===== src/rtl/rns_mult_sched.sv =====
// rns_mult_sched: sequences (basis, limb, slot) operand pairs into the shared modmul pipe and tracks write-back.
// Define RNS_MULT_SCHED_PERF_EN to add the perf_cycles / perf_stalls counters.
module rns_mult_sched #(
    parameter int N_SLOTS = 8,
    parameter int Q_LEN   = 2,
    parameter int B_LEN   = 3,
    parameter int BA_LEN  = 4,
    parameter int MUL_LAT = 3,
    parameter int SLOT_W  = $clog2(N_SLOTS),
    parameter int LIMB_W  = $clog2(Q_LEN > B_LEN ? (Q_LEN > BA_LEN ? Q_LEN : BA_LEN)
                                                 : (B_LEN > BA_LEN ? B_LEN : BA_LEN))
) (
    input  logic              clk,
    input  logic              rst_n,
    input  logic              start_valid,
    output logic              start_ready,
    input  logic [2:0]        basis_mask,
    input  logic              hold,
    input  logic              abort,
    output logic              iss_valid,
    output logic [1:0]        iss_basis,
    output logic [LIMB_W-1:0] iss_limb,
    output logic [SLOT_W-1:0] iss_slot,
    output logic              wb_valid,
    output logic [1:0]        wb_basis,
    output logic [LIMB_W-1:0] wb_limb,
    output logic [SLOT_W-1:0] wb_slot,
    output logic              busy,
    output logic              done,
    output logic              aborted
`ifdef RNS_MULT_SCHED_PERF_EN
    ,
    output logic [31:0]       perf_cycles,
    output logic [15:0]       perf_stalls
`endif
);
    typedef enum logic [1:0] {IDLE, ISSUE, DRAIN, DONE} state_t;
    typedef struct packed {
        logic              v;
        logic [1:0]        b;
        logic [LIMB_W-1:0] l;
        logic [SLOT_W-1:0] s;
    } ent_t;

    state_t state, state_nx;
    logic [2:0] mask;
    logic [1:0] basis, first_basis, next_basis, top_basis;
    logic [LIMB_W-1:0] limb, limb_max;
    logic [SLOT_W-1:0] slot;
    logic accept, issue, last_slot, last_limb, last, pipe_busy, abort_q;
    ent_t iss_q;
    ent_t pipe [MUL_LAT];

    always_comb begin
        accept      = start_valid && state == IDLE;
        issue       = state == ISSUE && !abort && !hold;
        first_basis = basis_mask[0] ? 2'd0 : basis_mask[1] ? 2'd1 : 2'd2;
        next_basis  = (basis == 2'd0 && mask[1]) ? 2'd1 : 2'd2;
        top_basis   = mask[2] ? 2'd2 : mask[1] ? 2'd1 : 2'd0;
        limb_max    = basis == 2'd0 ? LIMB_W'(Q_LEN - 1) : basis == 2'd1 ? LIMB_W'(B_LEN - 1) : LIMB_W'(BA_LEN - 1);
        last_slot   = slot == SLOT_W'(N_SLOTS - 1);
        last_limb   = limb == limb_max;
        last        = last_slot && last_limb && basis == top_basis;
        // the entry reaching wb this cycle is the last one that matters; DONE follows it
        pipe_busy   = iss_q.v;
        for (int i = 0; i < MUL_LAT - 1; i++)
            pipe_busy = pipe_busy | pipe[i].v;
        state_nx = state;
        case (state)
            IDLE:    state_nx = accept ? (basis_mask == 3'b000 ? DONE : ISSUE) : IDLE;
            ISSUE:   state_nx = (abort || (issue && last)) ? DRAIN : ISSUE;
            DRAIN:   state_nx = pipe_busy ? DRAIN : DONE;
            default: state_nx = IDLE;
        endcase
    end

    always_ff @(posedge clk or negedge rst_n) begin
        if (!rst_n) begin
            state   <= IDLE;
            mask    <= '0;
            basis   <= '0;
            limb    <= '0;
            slot    <= '0;
            abort_q <= 1'b0;
            iss_q   <= '0;
            for (int i = 0; i < MUL_LAT; i++)
                pipe[i] <= '0;
        end else begin
            state <= state_nx;
            if (accept) begin
                mask    <= basis_mask;
                basis   <= first_basis;
                limb    <= '0;
                slot    <= '0;
                abort_q <= 1'b0;
            end else if (issue) begin
                slot <= last_slot ? '0 : slot + 1'b1;
                if (last_slot)
                    limb <= last_limb ? '0 : limb + 1'b1;
                if (last_slot && last_limb)
                    basis <= next_basis;
            end
            if (state == ISSUE && abort)
                abort_q <= 1'b1;
            iss_q   <= issue ? {1'b1, basis, limb, slot} : '0;
            pipe[0] <= iss_q;
            for (int i = 1; i < MUL_LAT; i++)
                pipe[i] <= pipe[i-1];
        end
    end

    assign start_ready = state == IDLE;
    assign busy        = state == ISSUE || state == DRAIN;
    assign done        = state == DONE;
    assign aborted     = done && abort_q;
    assign iss_valid   = iss_q.v;
    assign iss_basis   = iss_q.b;
    assign iss_limb    = iss_q.l;
    assign iss_slot    = iss_q.s;
    assign wb_valid    = pipe[MUL_LAT-1].v;
    assign wb_basis    = pipe[MUL_LAT-1].b;
    assign wb_limb     = pipe[MUL_LAT-1].l;
    assign wb_slot     = pipe[MUL_LAT-1].s;

`ifdef RNS_MULT_SCHED_PERF_EN
    always_ff @(posedge clk or negedge rst_n) begin
        if (!rst_n) begin
            perf_cycles <= '0;
            perf_stalls <= '0;
        end else if (accept) begin
            perf_cycles <= 32'd1;
            perf_stalls <= '0;
        end else begin
            if (busy && perf_cycles != '1)
                perf_cycles <= perf_cycles + 1'b1;
            if (state == ISSUE && hold && perf_stalls != '1)
                perf_stalls <= perf_stalls + 1'b1;
        end
    end
`endif
endmodule


===== config.mk =====
export PLATFORM = sky130hd
export DESIGN_NAME = rns_mult_sched
export DESIGN_NICKNAME = d
export VERILOG_FILES = /design/src/rtl/rns_mult_sched.sv
export SDC_FILE = /design/constraint.sdc
export NUM_CORES = 1
export LEC_CHECK = 0
export BUFFER_PORTS_ARGS = -buffer_cell sky130_fd_sc_hd__buf_4
export CAP_MARGIN = 20
export CORE_ASPECT_RATIO = 1.2
export CORE_MARGIN = 2
export CORE_UTILIZATION = 45
export CTS_CLUSTER_DIAMETER = 60
export DETAILED_ROUTE_END_ITERATION = 6
export PLACE_DENSITY = 0.8
export REMOVE_ABC_BUFFERS = 1
export SLEW_MARGIN = 20
export SYNTH_ARGS = -nofsm -noshare
export SYNTH_HDL_FRONTEND = slang
export SYNTH_SLANG_ARGS = --single-unit

===== constraint.sdc =====
create_clock -name clk -period 1.51 [get_ports clk]
set_clock_uncertainty 0.05 [all_clocks]
set_input_delay 0.151 -clock clk [delete_from_list [all_inputs] [get_ports clk]]
set_output_delay 0.151 -clock clk [all_outputs]
set_load 0.005 [all_outputs]

Yosys cells after proc, flatten, opt, wreduce, memory -nomap -nowiden

Index checks and enable logic that the tools add are counted.

Output and inout port bits: 20
Input port bits: 8
Word-level logic and storage cells: 80
Flip-flop bits (word level): 45

Bitwise logic cells: 2
Multiplexer cells: 25
Add/subtract/negate cells: 2
Equal/unequal tests: 7
Reduce and logical (&&, ||, !) cells: 22

Operators with widths:

| kind                                                | number |
|---|---|
| 2-to-1 mux 2 bit                                    | 15 |
| logical AND 1 bit                                   | 9 |
| 2-to-1 mux 3 bit                                    | 3 |
| 2-to-1 mux 8 bit                                    | 1 |
| nonzero test 2 bit                                  | 4 |
| case mux 2 bit (3 select lines)                     | 1 |
| 2-to-1 mux 1 bit                                    | 5 |
| equality test 2 x 1 -> 1 bit, second input constant | 2 |
| equality test 2 bit                                 | 2 |
| equality test 2 bit, second input constant          | 2 |
| logical NOT 2 bit                                   | 2 |
| AND reduction 2 bit                                 | 2 |
| adder 3 x 1 -> 3 bit, second input constant         | 1 |
| equality test 3 bit, second input constant          | 1 |
| logical NOT 3 bit                                   | 1 |
| adder 2 x 1 -> 2 bit, second input constant         | 1 |
| logical NOT 1 bit                                   | 2 |
| logical OR 1 bit                                    | 2 |
| bitwise OR 1 bit                                    | 2 |

Logic depth before layout (Yosys ltp)

Depth after elaboration: 10
Gate-level depth with buffers: 6
Mapped depth without buffers: 6

Least setup slack after synthesis

No wires, ideal clock.

Kind: register to register
From: reg state[1]
To: reg slot[1]
Stages on the path, launching flop included: 7
Arrival time: 1.382 ns
Buffers on the path: 1
Period minus slack after synthesis: 1.560 ns
Setup time: 0.128 ns
Path slack: -0.050 ns
Data required time: 1.332 ns
Cells stage by stage: dfrtp_1 inv_1 ha_1 nor3b_2 buf_2 mux2i_1 nor2_1

Cells in the longest elaborated chain, start to end: 4
Elaborated cells between the ends (all ways): 7
Classes of those cells: eq/ne (1); mux (1); reduce/logical (5)

RTL lines:

| item                           | RTL line | RTL |
|---|---|---|
| from (decl)                    | 45       | `state_t state, state_nx;` |
| from (signal assigned)         | 89       | `state <= state_nx;` |
| equality test 2 x 1 -> 1 bit   | 56       | `issue = state == ISSUE && !abort && !hold;` |
| logical AND 1 bit (2 in a row) | 56       |  |
| named net issue                | 50       | `logic accept, issue, last_slot, last_limb, last, pipe_busy, abort_q;` |
| nonzero test 2 bit (no line)   | --       |  |
| to (signal assigned)           | 97       | `slot <= last_slot ? '0 : slot + 1'b1;` |
| to (decl)                      | 49       | `logic [SLOT_W-1:0] slot;` |

The timed path passes the listed nets, and every way through them passes these cells.
A chain may end at the register's enable or synchronous reset.

Worst setup path in the final report

From: reg basis[0]
To: reg state[1]

Cells in the longest elaborated chain, start to end: 10
Elaborated cells between the ends (all ways): 12
Classes of those cells: eq/ne (3); mux (4); reduce/logical (5)

RTL lines:

| item                                | RTL line | RTL |
|---|---|---|
| from (decl)                         | 47       | `logic [1:0] basis, first_basis, next_basis, top_basis;` |
| from (signal assigned)              | 92       | `basis <= first_basis;` |
| from (signal assigned)              | 101      | `basis <= next_basis;` |
| equality test 2 x 1 -> 1 bit        | 60       | `limb_max = basis == 2'd0 ? LIMB_W'(Q_LEN - 1) : basis == 2'd1 ? LIMB_W'(B_LEN - 1) : LIMB_W'(BA_LEN - 1);` |
| 2-to-1 mux 1 bit                    | 60       |  |
| 2-to-1 mux 2 bit                    | 60       |  |
| equality test 2 bit                 | 62       | `last_limb = limb == limb_max;` |
| logical AND 1 bit                   | 63       | `last = last_slot && last_limb && basis == top_basis;` |
| logical AND 1 bit (*)               | 63       |  |
| logical AND 1 bit (*)               | 71       | `ISSUE: state_nx = (abort \|\| (issue && last)) ? DRAIN : ISSUE;` |
| logical OR 1 bit (*)                | 71       |  |
| 2-to-1 mux 2 bit (*)                | 71       |  |
| case mux 2 bit (3 select lines) (*) | 69       | `case (state)` |
| named net state_nx[1]               | 45       |  |

Mark *: on every way through the listed nets, which the timed path passes. The rest lies on a longest branch.

==> run_results.csv <==
group,metric,value,unit
status,status,"finished, violations left",
status,violations,"negative setup slack",
cts,clock-sinks,44,
global_routing,grt.overflow.total,0,
synth,seq_area_frac_synth,65.04,%
layout,layout-drive-gt1-share,51.70,%
synth,avgSynthCellArea,13.33,sq um
critical_path,path_class,"reg2reg",
floorplanning,start_util,46.59,%
sta,rsz0062_at_grt,"yes",
place,dp.cells,210,
synth,synth_compound_area_share,6.874,%
global_routing,antenna_found_initial,0,
global_routing,track_usage,16.93,%
synth,synth.area.mux_share,2.439,%
sta,slew_headroom,65.51,%
power_and_ir_drop,power.total,3378,uW
synth,netlist_area,1693,sq um
power_and_ir_drop,ir_worst_vdd,806.7,uV
place,place_area,1997,sq um
critical_path,cp.required,1.67,ns
place,gp_congestion,0.7043,
global_routing,grt_pass1_wl,5264,um
sta,min_period,1.544,ns
sta,fin_ws,-0.03431,ns
floorplanning,die_h,71.19,um
floorplanning,die_x,59.99,um
critical_path,worstSetupStartpointType,"register",
route,wire_per_inst,14.12,um
min_path,holdCritPathClass,"in2reg",
cts,cts_tree,"yes",
sta,hold_viol,0,
layout,diodes,0,
synth,ys.warnings.count,0,
place,port_buffers,27,
cts,clkTransAtPathRegs,0.09,ns
floorplanning,rows,24,
sta,max_freq,647.5,MHz
synth,synth_fa_ha_area_share,4.435,%
synth,synth-simple-area-share,16.19,%
cts,cts-root-buf,"clkbuf_8",
sta,worst_pin_slew,0.5174,ns
layout,n_fill_cell,269,
cts,cts_buffers,5,
global_routing,grt_max_degree,45,
layout,fin_cells,228,
route,drc_errors,0,
critical_path,cp.arrival,1.70,ns
route,wirelength,3220,um
sta,period_share,102.3,%
power_and_ir_drop,p_per_area,1450,nW/um^2
critical_path,endpoint_kind,"register",
route,drt-initial-drc-count,55,
layout,design_area,2330,sq um
place,post-dp-hpwl,2129,um
floorplanning,ios,28,
synth,ys_types,35,
route,vias,1110,
route,drtAntennaViolNets,0,
critical_path,cp_max_fo,5,
synth,synth_top_family_by_area,"simple AND/OR/NAND/NOR gates",
cts,clock_insertion_delay_worst_skew,0.30,ns
global_routing,grt_pass1_vias,1142,
cts,htreeDepth,2,
layout,syn_to_final_growth,37.62,%
floorplanning,die-area,4271,sq um
synth,synth_xor_area_share,0.5174,%
route,dr.pass1.iters,4,
synth,ys_seq_elements,44,
route,via_per_inst,4.868,
sta,slew_viol_final,0,
cts,clockBufferDepth,2,
floorplanning,core-area,3633,sq um
sta,fin_tns_setup,-0.1114,ns
sta,holdWs,0.02096,ns
sta,report.final.setup_viol,4,
job,drv_cap,0,
synth,synth_cells,127,
layout,fin_nets,189,
power_and_ir_drop,p_leak,0.001158,uW
final cells by class:
type | count | area, sq um | area share, %
multi-input combinational | 70 | 650.6 | 27.93
sequential | 44 | 1106 | 47.48
inverter | 4 | 15.01 | 0.6445
tap | 52 | 65.06 | 2.793
clock buffer | 6 | 82.58 | 3.545
clock inverter | 2 | 10.01 | 0.4296
timing repair buffer | 50 | 400.4 | 17.19
report_power, final:
| group | total [uW] | internal (uW) | switching [uW] |
|---|---|---|---|
| combinational | 1170 | 644 | 522 |
| sequential | 1470 | 1330 | 137 |
| clock | 741 | 365 | 376 |
worst max-delay path, cell delays in order, from the launching register on:
cell       delay (ns)
dfrtp_2          0.45
buf_6            0.15
xnor2_2          0.15
a2bb2oi_2        0.09
or3b_1           0.36
o31ai_2          0.20
path summary, 6_finish.rpt:
check | start | depth (start not counted) | slack, ns | to
hold reg to reg | pipe[9] | 0 | 0.30 | wb_slot[1]
setup / recovery | basis[0] | 5 | -0.03 | state[1]
setup reg to reg | basis[0] | 5 | -0.03 | state[1]
hold / removal | basis_mask[2] | 3 | 0.02 | mask[2]
max in group asynchronous | rst_n | 2 | 0.71 | limb[0]
min in group asynchronous | rst_n | 2 | 0.32 | slot[0]
cell usage in the layout, fill, tap and decap left out, types with 2 or more instances in the layout:
cell type	synthesis	layout
and2_1	9	9
nor2_1	9	7
ha_4	0	2
ha_2	0	4
buf_4	7	43
buf_6	0	6
inv_2	0	2
o21ai_0	3	2
clkinv_2	0	2
o21ai_2	0	2
inv_1	4	2
a21oi_1	2	2
dfrtp_2	0	4
nand2_1	13	12
clkbuf_8	0	6
mux2i_1	3	3
dfrtp_1	44	40
sequential cells by signal, summed over array words and instances (netlist names), 2 cells and up:
| register | count |
|---|---|
| pipe | 16 |
| iss_slot | 3 |
| slot | 3 |
| wb_slot | 3 |
| basis | 2 |
| iss_basis | 2 |
| iss_limb | 2 |
| limb | 2 |
| mask | 2 |
| state | 2 |
| wb_basis | 2 |
| wb_limb | 2 |
cells by family (layout without fill, tap and decap cells):
logic type | Yosys count | in the layout
buffers and inverters | 13 | 62
AND/OR/NAND/NOR | 44 | 44
multiplexers | 4 | 4
XOR/XNOR | 1 | 1
flip-flops | 44 | 44
adder cells (fa/ha/maj) | 6 | 6
AO/OA/AOI/OAI | 15 | 15
timing repair:
item / CTS / global route
setup buffers: 4 / 5
hold buffers: 1 / 0
endpoints found under the hold margin: 44 / 0
setup endpoints to repair: 8 / 9
pin swaps: 12 / 7
resized for setup: 24 / 16
per-layer routing:
metal | GRT usage, % | wire (um) | up-vias
met5 | 0 | 0 | -
met4 | 6.667 | 98 | 0
met3 | 6.033 | 158 | 12
met2 | 28.38 | 1713 | 36
met1 | 19.25 | 1249 | 544
li1 | - | - | 518
cell usage after synthesis:
cell,n,share of area [%]
o21ai_1,1,0.30
and3b_1,1,0.52
o31ai_1,1,0.44
and2b_2,1,0.52
a32o_1,1,0.59
or3b_1,1,0.52
nor2b_2,1,0.52
nand3b_1,1,0.44
nand2_1,13,2.9
buf_4,7,3.1
clkbuf_1,1,0.22
mux2_1,1,0.67
a211oi_4,1,1.2
a21o_1,1,0.44
a2bb2oi_1,1,0.52
or4b_2,1,0.59
mux2i_1,3,1.8
nor4b_2,1,0.89
nor3b_2,1,0.74
o2111ai_1,1,0.52
and3_2,1,0.44
and2_2,1,0.44
ha_1,6,4.4
buf_2,1,0.30
a31oi_1,1,0.37
nand4bb_4,1,1.6
and2_1,9,3.3
nor2b_1,2,0.74
xnor2_1,1,0.52
a21oi_1,2,0.59
o311ai_1,2,1.0
nor2_1,9,2.0
inv_1,4,0.89
o21ai_0,3,0.89
dfrtp_1,44,65
through the flow:
step / utilization, % / setup slack [ns]
6_report: 64.12 / -0.03431
3_3_place_gp: 54.96 / -0.03227
3_5_place_dp: 54.96 / -0.1730
2_1_floorplan: - / -0.1526
5_1_grt: 64.12 / -0.1056
4_1_cts: 61.60 / -0.06569
Note: power is estimated with default switching activity, not from simulation.
